===== src/rtl/mdu_pkg.sv =====
`default_nettype none
// ---------------------------------------------------------------------------
// mdu_pkg : op encodings, scheduler states and default unit timeout
// Revision: 1.0
// ---------------------------------------------------------------------------
package mdu_pkg;

  localparam logic [1:0] OP_SHL = 2'b00;
  localparam logic [1:0] OP_MUL = 2'b01;
  localparam logic [1:0] OP_DIV = 2'b10;
  localparam logic [1:0] OP_SHR = 2'b11;

  localparam int TIMEOUT_DEFAULT = 40;

  typedef enum logic [1:0] {
    IDLE  = 2'd0,
    ISSUE = 2'd1,
    WAIT  = 2'd2,
    DONE  = 2'd3
  } state_t;

endpackage
`default_nettype wire


===== src/rtl/rr_arb2.sv =====
`default_nettype none
// ---------------------------------------------------------------------------
// rr_arb2 : two-way round-robin pick; on a tie the previous owner loses
// Revision: 1.0
// ---------------------------------------------------------------------------
module rr_arb2
  import mdu_pkg::*;
(
  input  logic [1:0] req,
  input  logic       last_owner,
  output logic [1:0] win
);

  assign win[0] = req[0] & (~req[1] | last_owner);
  assign win[1] = req[1] & (~req[0] | ~last_owner);

endmodule
`default_nettype wire


===== src/rtl/mdu_sched.sv =====
`default_nettype none
// ---------------------------------------------------------------------------
// mdu_sched : arbitrates two requesters onto one shared mul/div/shift unit
// Revision: 1.0
// ---------------------------------------------------------------------------
module mdu_sched
  import mdu_pkg::*;
#(
  parameter int TIMEOUT = TIMEOUT_DEFAULT
) (
  input  logic        clk,
  input  logic        rst,
  input  logic        req0,
  input  logic        req1,
  input  logic [1:0]  op0,
  input  logic [1:0]  op1,
  input  logic        mode0,
  input  logic        mode1,
  input  logic [15:0] a0,
  input  logic [15:0] b0,
  input  logic [15:0] a1,
  input  logic [15:0] b1,
  output logic        gnt0,
  output logic        gnt1,
  output logic        done0,
  output logic        done1,
  output logic        dz0,
  output logic        dz1,
  output logic        to0,
  output logic        to1,
  output logic [15:0] res,
  output logic        busy,
  output logic        u_start,
  output logic [1:0]  u_op,
  output logic        u_mode,
  output logic [15:0] u_num1,
  output logic [15:0] u_num2,
  input  logic        u_rdy,
  input  logic [15:0] u_res
);

  localparam int CNT_W = $clog2(TIMEOUT + 1);

  state_t             state_q, state_d;
  logic               owner_q, owner_d;
  logic               last_q,  last_d;
  logic [1:0]         op_q,    op_d;
  logic               mode_q,  mode_d;
  logic [15:0]        a_q,     a_d;
  logic [15:0]        b_q,     b_d;
  logic [15:0]        res_q,   res_d;
  logic               dz_q,    dz_d;
  logic               to_q,    to_d;
  logic [CNT_W-1:0]   cnt_q,   cnt_d;
  logic [1:0]         win;
  logic [1:0]         gnt_w;
  logic               start_w;

  rr_arb2 u_arb (
    .req        ({req1, req0}),
    .last_owner (last_q),
    .win        (win)
  );

  always_comb begin
    state_d = state_q;
    owner_d = owner_q;
    last_d  = last_q;
    op_d    = op_q;
    mode_d  = mode_q;
    a_d     = a_q;
    b_d     = b_q;
    res_d   = res_q;
    dz_d    = dz_q;
    to_d    = to_q;
    cnt_d   = cnt_q;
    gnt_w   = 2'b00;
    start_w = 1'b0;
    unique case (state_q)
      IDLE: begin
        if (|win) begin
          gnt_w   = win;
          owner_d = win[1];
          last_d  = win[1];
          op_d    = win[1] ? op1   : op0;
          mode_d  = win[1] ? mode1 : mode0;
          a_d     = win[1] ? a1    : a0;
          b_d     = win[1] ? b1    : b0;
          dz_d    = 1'b0;
          to_d    = 1'b0;
          // Divide by zero never reaches the unit.
          if (op_d == OP_DIV && b_d == 16'h0000) begin
            res_d   = 16'hFFFF;
            dz_d    = 1'b1;
            state_d = DONE;
          end else begin
            state_d = ISSUE;
          end
        end
      end
      ISSUE: begin
        start_w = 1'b1;
        cnt_d   = '0;
        state_d = WAIT;
      end
      WAIT: begin
        if (u_rdy) begin
          res_d   = u_res;
          state_d = DONE;
        end else if (cnt_q == CNT_W'(TIMEOUT - 1)) begin
          res_d   = 16'h0000;
          to_d    = 1'b1;
          state_d = DONE;
        end else begin
          cnt_d = cnt_q + 1'b1;
        end
      end
      DONE:    state_d = IDLE;
      default: state_d = IDLE;
    endcase
  end

  always_ff @(posedge clk) begin
    if (rst) begin
      state_q <= IDLE;
      owner_q <= 1'b0;
      last_q  <= 1'b1;
      op_q    <= 2'b00;
      mode_q  <= 1'b0;
      a_q     <= 16'h0000;
      b_q     <= 16'h0000;
      res_q   <= 16'h0000;
      dz_q    <= 1'b0;
      to_q    <= 1'b0;
      cnt_q   <= '0;
    end else begin
      state_q <= state_d;
      owner_q <= owner_d;
      last_q  <= last_d;
      op_q    <= op_d;
      mode_q  <= mode_d;
      a_q     <= a_d;
      b_q     <= b_d;
      res_q   <= res_d;
      dz_q    <= dz_d;
      to_q    <= to_d;
      cnt_q   <= cnt_d;
    end
  end

  // Outputs are forced low while reset is held, whatever state is registered.
  logic run, in_done, unit_en;
  assign run     = ~rst;
  assign in_done = run & (state_q == DONE);
  assign unit_en = run & ((state_q == ISSUE) | (state_q == WAIT));

  assign gnt0    = run & gnt_w[0];
  assign gnt1    = run & gnt_w[1];
  assign done0   = in_done & ~owner_q;
  assign done1   = in_done &  owner_q;
  assign dz0     = done0 & dz_q;
  assign dz1     = done1 & dz_q;
  assign to0     = done0 & to_q;
  assign to1     = done1 & to_q;
  assign res     = run ? res_q : 16'h0000;
  assign busy    = run & (state_q != IDLE);
  assign u_start = run & start_w;
  assign u_op    = unit_en ? op_q   : 2'b00;
  assign u_mode  = unit_en & mode_q;
  assign u_num1  = unit_en ? a_q    : 16'h0000;
  assign u_num2  = unit_en ? b_q    : 16'h0000;

endmodule
`default_nettype wire

===== config.mk =====
export PLATFORM = sky130hd
export DESIGN_NAME = mdu_sched
export DESIGN_NICKNAME = d
export VERILOG_FILES = /design/src/rtl/mdu_pkg.sv /design/src/rtl/rr_arb2.sv /design/src/rtl/mdu_sched.sv
export SDC_FILE = /design/constraint.sdc
export NUM_CORES = 1
export LEC_CHECK = 0
export ABC_AREA = 1
export BUFFER_PORTS_ARGS = -buffer_cell sky130_fd_sc_hd__buf_4
export CAP_MARGIN = 20
export CORE_AREA = 2 2 94 96
export DETAILED_ROUTE_END_ITERATION = 10
export DIE_AREA = 0 0 96 98
export HOLD_SLACK_MARGIN = 0.05
export PLACE_DENSITY = 0.74
export SETUP_SLACK_MARGIN = 0.4
export SYNTH_ARGS = -nofsm -noshare
export SYNTH_HDL_FRONTEND = slang
export SYNTH_SLANG_ARGS = --single-unit
export TNS_END_PERCENT = 50

===== constraint.sdc =====
create_clock -name clk -period 5.43 [get_ports clk]
set_input_delay 0.8145 -clock clk [delete_from_list [all_inputs] [get_ports clk]]
set_output_delay 0.8145 -clock clk [all_outputs]
set_load 0.02 [all_outputs]

==> results.ini, run 1 <==
[placement]
io_buffers=151
place.gp.congestion=0.8105
hpwl_um=7293
dp_slack_ns=2.113

[power]
powerDensity_mw_per_mm2=400.3
swShare=0.3915
clock_power_share=0.250
peakVddDrop_v=0.0001725
power_mw=2.003
p_seq_frac=0.332
power_leakage_nw=2.447
intPower_mw=1.219
p_switching_uw=784.2
pwr-share-comb=0.418

[logic_synthesis]
synth_area_leaders=dfxtp_1 34%, nor2_1 10%, nand2_1 9.6%
synthCells=582
syn_nets=678
synthesis.area_mm2=0.003659
yosysWarnings=0
avgSynthCellArea_um2=6.286
synth_area_leader_cell=dfxtp_1
synth_cell_types=30
synth_top_area_share=0.3447
ys_ff_latch=63
seq_area_frac_synth=0.3447

[floorplanning]
die_w_um=96
pin_count=152
fp.dieH_um=98
core_area_mm2=0.008466
dieArea_mm2=0.009408
row_count=34
start_util=0.4322

[clock_tree]
insertion_delay_ns=0.33
post_cts_resized=0
cts_made_buffers=9
clk_pin_slew_worst_paths_ns=0.07
htree_levels=3
cts_sinks=63
root_buffer=clkbuf_8
clock_path_buffers=2
hold_buffers=0
post-cts-setup-buffers=0
cts_tree=built

[final_layout]
diodes=0
final_common_cell=buf_4
utilization=0.5910
drive_above_1_share=0.2581
multi_input_area_mm2=0.001852
fin_nets=804
fillers=817
register_area_mm2=0.001261
syn2layout_area_growth_pct=36.76
layout_common_cells=154 x buf_4, 97 x nor2_1, 94 x nand2_1

[global_routing]
antenna_found_initial=0
gr-usage-all-layers=0.2190
grt_pass1_vias=3771
grt_pass1_wl_um=16550
overflow=0
grt_max_degree=58

[timing]
fin_skew_ns=0.005646
min_period_ns=3.341
layout_setup_ws_ns=2.089
fmax_mhz=299.3
timing.slew.headroom=0.6029
fin_crit_sh=0.6154
grt_setup_unrepaired=no
final.setup.tns_ns=0
final_max_slew_viol_count=0
setup_violations=0
hold_viol_final=0
fin_hold_ws_ns=0.4815
tightest_slew_ns=0.5951

[routing]
drc=0
drt_iter0_drc=144
wirelength_um=10160
routedWlPerCell_um=12.38
vias_per_cell=4.860
via_count=3990
drt-pass1-iter-count=4
drt.antenna.violating_nets=0

[run_status]
status=finished, final reports clean

[job]
maxCapViolCount=0

[worst_setup_path]
cp-start-kind=primary input
arrival_ns=2.53
critical_path_class=primary input to output pin
crit_fanout=57
endpoint_kind=output pin
crit_required_ns=4.62

[worst_hold_path]
hold_path_class=register to register

## power by group through the flow
stage,combinational (mW),sequential [mW],clock (mW)
3_3_place_gp,0.811,0.669,0
5_1_grt,0.944,0.681,0.527
3_5_place_dp,0.824,0.672,0
2_1_floorplan,0.615,0.654,0
6_report,0.838,0.665,0.500
4_1_cts,0.827,0.665,0.508
## per-stage QoR
step | instances | instance area (um2)
finish | 821 | 5004
global route | 821 | 5004
CTS | 820 | 4989
detailed placement | 804 | 4742
global placement | 804 | 4742
floorplan | 582 | 3659
## cell usage after synthesis, drive strengths merged
library cell  number
o21ai             41
nand2             98
inv               90
dfxtp             63
o21a               1
a2111oi            1
a31oi             18
nand3b             3
ha                 5
buf               22
o211ai             1
xnor2              1
nor3               4
a211oi             1
a21oi             60
clkbuf            18
nand3             53
nor2             101
o31a               1
## cells by family after synthesis
logic type	after synthesis	share of synthesized area
flip-flops	63	0.3447
AND/OR/NAND/NOR	259	0.3016
AO/OA/AOI/OAI	124	0.1830
XOR/XNOR	1	0.002394
adder cells (fa/ha/maj)	5	0.01710
buffers and inverters	130	0.1512
## metal layers
metal  vias up  GRT usage  routed length [um]
li1       2093          -                   -
met1      1754     0.2783                4489
met2       135     0.3595                4737
met3         8    0.05556                 831
met4         0    0.07033                 104
met5         -          0                   0
## final timing paths
path,startpoint,endpoint,slack (ns),cells past startpoint
hold reg to reg,cnt_q[5],cnt_q[5],0.48,2
setup / recovery,rst,u_op[0],2.09,7
setup reg to reg,state_q[0],res_q[8],2.81,13
hold / removal,cnt_q[5],cnt_q[5],0.48,2
## critical path, stage by stage
cell and delay [ns]:
buf_4 0.20, inv_1 0.08, buf_4 0.45, nand2_1 0.33, buf_4 0.31, nor2_1 0.15
buf_4 0.16
## sequential cells by signal (all words and copies together) (netlist names), 2 cells and up
signal   count
cnt_q        6
res_q       16
state_q      2
op_q         2
b_q         16
a_q         16
## area by class of cell
cell class / instances / area share
flip-flops and latches: 63 / 0.2521
repair buffers: 155 / 0.2341
clock inverters: 5 / 0.02101
inverters: 90 / 0.06752
clock buffers: 11 / 0.02826
well taps: 108 / 0.02701
multi-input cells: 389 / 0.3701
No activity file was read; power rests on OpenSTA's default activity.
==> run 2, diff against run 1 <==
ABC_AREA = 0   (was 1)
CORE_AREA = 2 2 90 92   (was 2 2 94 96)
DIE_AREA = 0 0 92 94   (was 0 0 96 98)
PLACE_DENSITY = 0.76   (was 0.74)
clock period = 3.2 ns   (was 5.43 ns; I/O delays follow)
==> run 2 against run 1 <==
Register-to-register slack got worse by 2.1 ns. Via count fell by 21%. Worst hold slack better by 0.0085 ns. Combinational power grew 63%. Synthesized area fell by 6.9%. Sequential power is 68% higher. First-iteration DRC count decreased by 39%. Cell count down 24%. Critical path depth up 1. Clock power is 16% higher. Flip-flop and latch count unchanged. Routed wire length down 16%. Critical path type is now register to register. Largest cell class unchanged. Highest routed layer unchanged.
==> results.ini, run 2 <==
[run_status]
status=finished, final reports clean

[global_routing]
overflow=0  ; unchanged
gr-usage-all-layers=0.2028  ; -0.01619
grt_pass1_wl_um=13970  ; -16%
grt_pass1_vias=3024  ; -20%
grt_max_degree=74  ; +28%
antenna_found_initial=0  ; unchanged

[logic_synthesis]
syn_nets=481  ; -29%
synth_top_area_share=0.3703  ; +0.02558
seq_area_frac_synth=0.3703  ; +0.02558
synth_area_leader_cell=dfxtp_1
avgSynthCellArea_um2=8.846  ; +41%
yosysMostFrequentCell=dfxtp_1
synth_cell_types=40  ; +33%
ys_ff_latch=63  ; unchanged
synth_edf_count=0  ; unchanged
synth-async-reset-ratio=0  ; unchanged
synthesis.area_mm2=0.003406  ; -6.9%
synth_ff_type=dfxtp_1
synthTopCellsByCount=63 x dfxtp_1, 55 x nor2_1, 40 x and2_1
synth_area_leaders=dfxtp_1 37%, mux2i_1 11%, a211oi_1 8.4%
synthCells=385  ; -34%
yosysWarnings=0  ; unchanged

[worst_setup_path]
endpoint_kind=register
rr_startpoint=state_q[0]
crit_fanout=16  ; -72%
slowest_stage=o32ai_4
critPathMostFrequentCell=inv_1
crit_required_ns=3.42  ; -1.20 ns
reg2reg_slack_ns=0.73  ; -2.08 ns
cp-start-kind=register
reg2reg_to=res_q[4]
r2r_cells=8  ; -5
critical_path_class=register to register
path_cells=inv_1 -> ha_1 -> inv_1 -> a311oi_2 -> a21oi_1 -> o21ai_2 -> o32ai_4 -> mux2_2
arrival_ns=2.69  ; +0.16 ns
slowest_delay_ns=0.55  ; +0.10 ns

[final_layout]
reg.largest.list=a_q (16), b_q (16), res_q (16)
fillers=692  ; -15%
fin_nets=618  ; -23%
drive_above_1_share=0.3707  ; +0.1127
layout_common_cells=156 x buf_4, 63 x dfxtp_1, 55 x nor2_1
syn2layout_area_growth_pct=39.02
diodes=0  ; unchanged
instances_no_fill=628  ; -24%
final_common_cell=buf_4

[placement]
dp_slack_ns=0.4881  ; -1.625 ns
placed_cells=613  ; -24%
place.gp.congestion=0.8269  ; +2.0%
io_buffers=151  ; unchanged
hpwl_um=6312  ; -13%

[clock_tree]
root_buffer=clkbuf_8
hold_buffers=0  ; unchanged
clock_path_buffers=2  ; unchanged
cts_sinks=63  ; unchanged
post-cts-setup-buffers=0  ; unchanged
post_cts_resized=0  ; unchanged
cts_made_buffers=9  ; unchanged
cts_tree=built
clk_pin_slew_worst_paths_ns=0.07  ; about the same
htree_levels=3  ; unchanged
insertion_delay_ns=0.33  ; about the same

[timing]
hold_viol_final=0  ; unchanged
fmax_mhz=405.3
min_period_ns=2.468
fin_skew_ns=0.005449  ; -0.0001967 ns
final.setup.tns_ns=0  ; unchanged
timing.slew.headroom=0.3637  ; -0.2391
fin_crit_sh=0.7711
layout_setup_ws_ns=0.7325  ; -1.356 ns
final_max_slew_viol_count=0  ; unchanged
tightest_slew_ns=0.9544  ; +0.3594 ns
setup_violations=0  ; unchanged
grt_setup_unrepaired=no

[job]
maxCapViolCount=0  ; unchanged

[power]
p_switching_mw=1.180  ; +50%
powerDensity_mw_per_mm2=649.9  ; +62%
power_leakage_nw=2.157  ; -12%
swShare=0.3835  ; -0.007994
clock_power_share=0.188  ; -0.062
peakVddDrop_v=0.0003004  ; +74%
p_seq_frac=0.365  ; +0.033
pwr-share-comb=0.447  ; +0.029
intPower_mw=1.897  ; +56%

[routing]
drt.antenna.violating_nets=0  ; unchanged
drt_iter0_drc=88  ; -39%
wirelength_um=8526  ; -16%
vias_per_cell=4.997  ; +2.8%
drt-pass1-iter-count=4  ; unchanged
drc=0  ; unchanged
via_count=3138  ; -21%
routedWlPerCell_um=13.58  ; +9.7%

[worst_hold_path]
min_from=a0[14]
min_to=a_q[14]
worstHoldPathCells=3  ; +1
hold_path_class=primary input to register

[floorplanning]
start_util=0.4477  ; +0.01554
dieArea_mm2=0.008648  ; -8.1%
row_count=32  ; -5.9%
die_w_um=92  ; -4.2%
fp.dieH_um=94  ; -4.1%
pin_count=152  ; unchanged
core_area_mm2=0.007607  ; -10%

[run 2: layer usage]
layer / track usage / routed length (um)
met4: 0.08085 / 166
met5: 0 / 0
met3: 0.06742 / 805
met2: 0.3321 / 3938
met1: 0.2465 / 3615
[run 2: worst max-delay path by stage]
stage	depth (start not counted)	startpoint	end
floorplan	4	rst	dz0
global placement	6	b0[12]	res_q[5]
detailed placement	6	b0[12]	res_q[2]
CTS	8	state_q[0]	res_q[4]
global route	8	state_q[0]	res_q[5]
finish	8	state_q[0]	res_q[4]
[run 2: stage by stage]
stage	cell area, um2	power (mW)	hold WS (ns)	util
2_1_floorplan	3406	2.096	0.4713	-
3_3_place_gp	4572	2.482	0.4830	0.6010
3_5_place_dp	4572	2.526	0.4880	0.6010
4_1_cts	4735	3.114	0.4726	0.6224
5_1_grt	4735	3.312	0.4974	0.6224
6_report	4735	3.077	0.4900	0.6224
[run 2: layout make-up]
type                    count  area [um2]  area share
multi-input cells         289        2001      0.4226
clock buffers              10       137.6     0.02907
well taps                 102       127.6     0.02696
clock inverters             5       25.02    0.005285
repair buffers            156        1171      0.2474
inverters                   3       11.26    0.002378
flip-flops and latches     63        1261      0.2664
[run 2: logic make-up after synthesis]
| kind of cell | Yosys count | share of synthesized area |
|---|---|---|
| buffers and inverters | 33 | 0.04739 |
| muxes | 52 | 0.1697 |
| xor gates and xnor gates | 4 | 0.01029 |
| DFF | 63 | 0.3703 |
| adders and majority gates | 5 | 0.01837 |
| and+or+nand+nor | 159 | 0.2388 |
| AOI/OAI and AO/OA | 69 | 0.1451 |
[run 2: power groups by stage]
stage	Clock [mW]	Combinational, mW	Sequential, mW
floorplan	0	0.987	1.11
global placement	0	1.35	1.13
detailed placement	0	1.38	1.14
CTS	0.598	1.39	1.13
global route	0.626	1.53	1.15
finish	0.578	1.37	1.12
[run 2: worst max-delay path, delay by kind of cell, from the launching register on]
family | cells | cell delay, ns
AO/OA/AOI/OAI | 4 | 1.11
adder cells (fa/ha/maj) | 1 | 0.22
buffers and inverters | 2 | 0.23
flip-flops | 1 | 0.38
multiplexers | 1 | 0.41
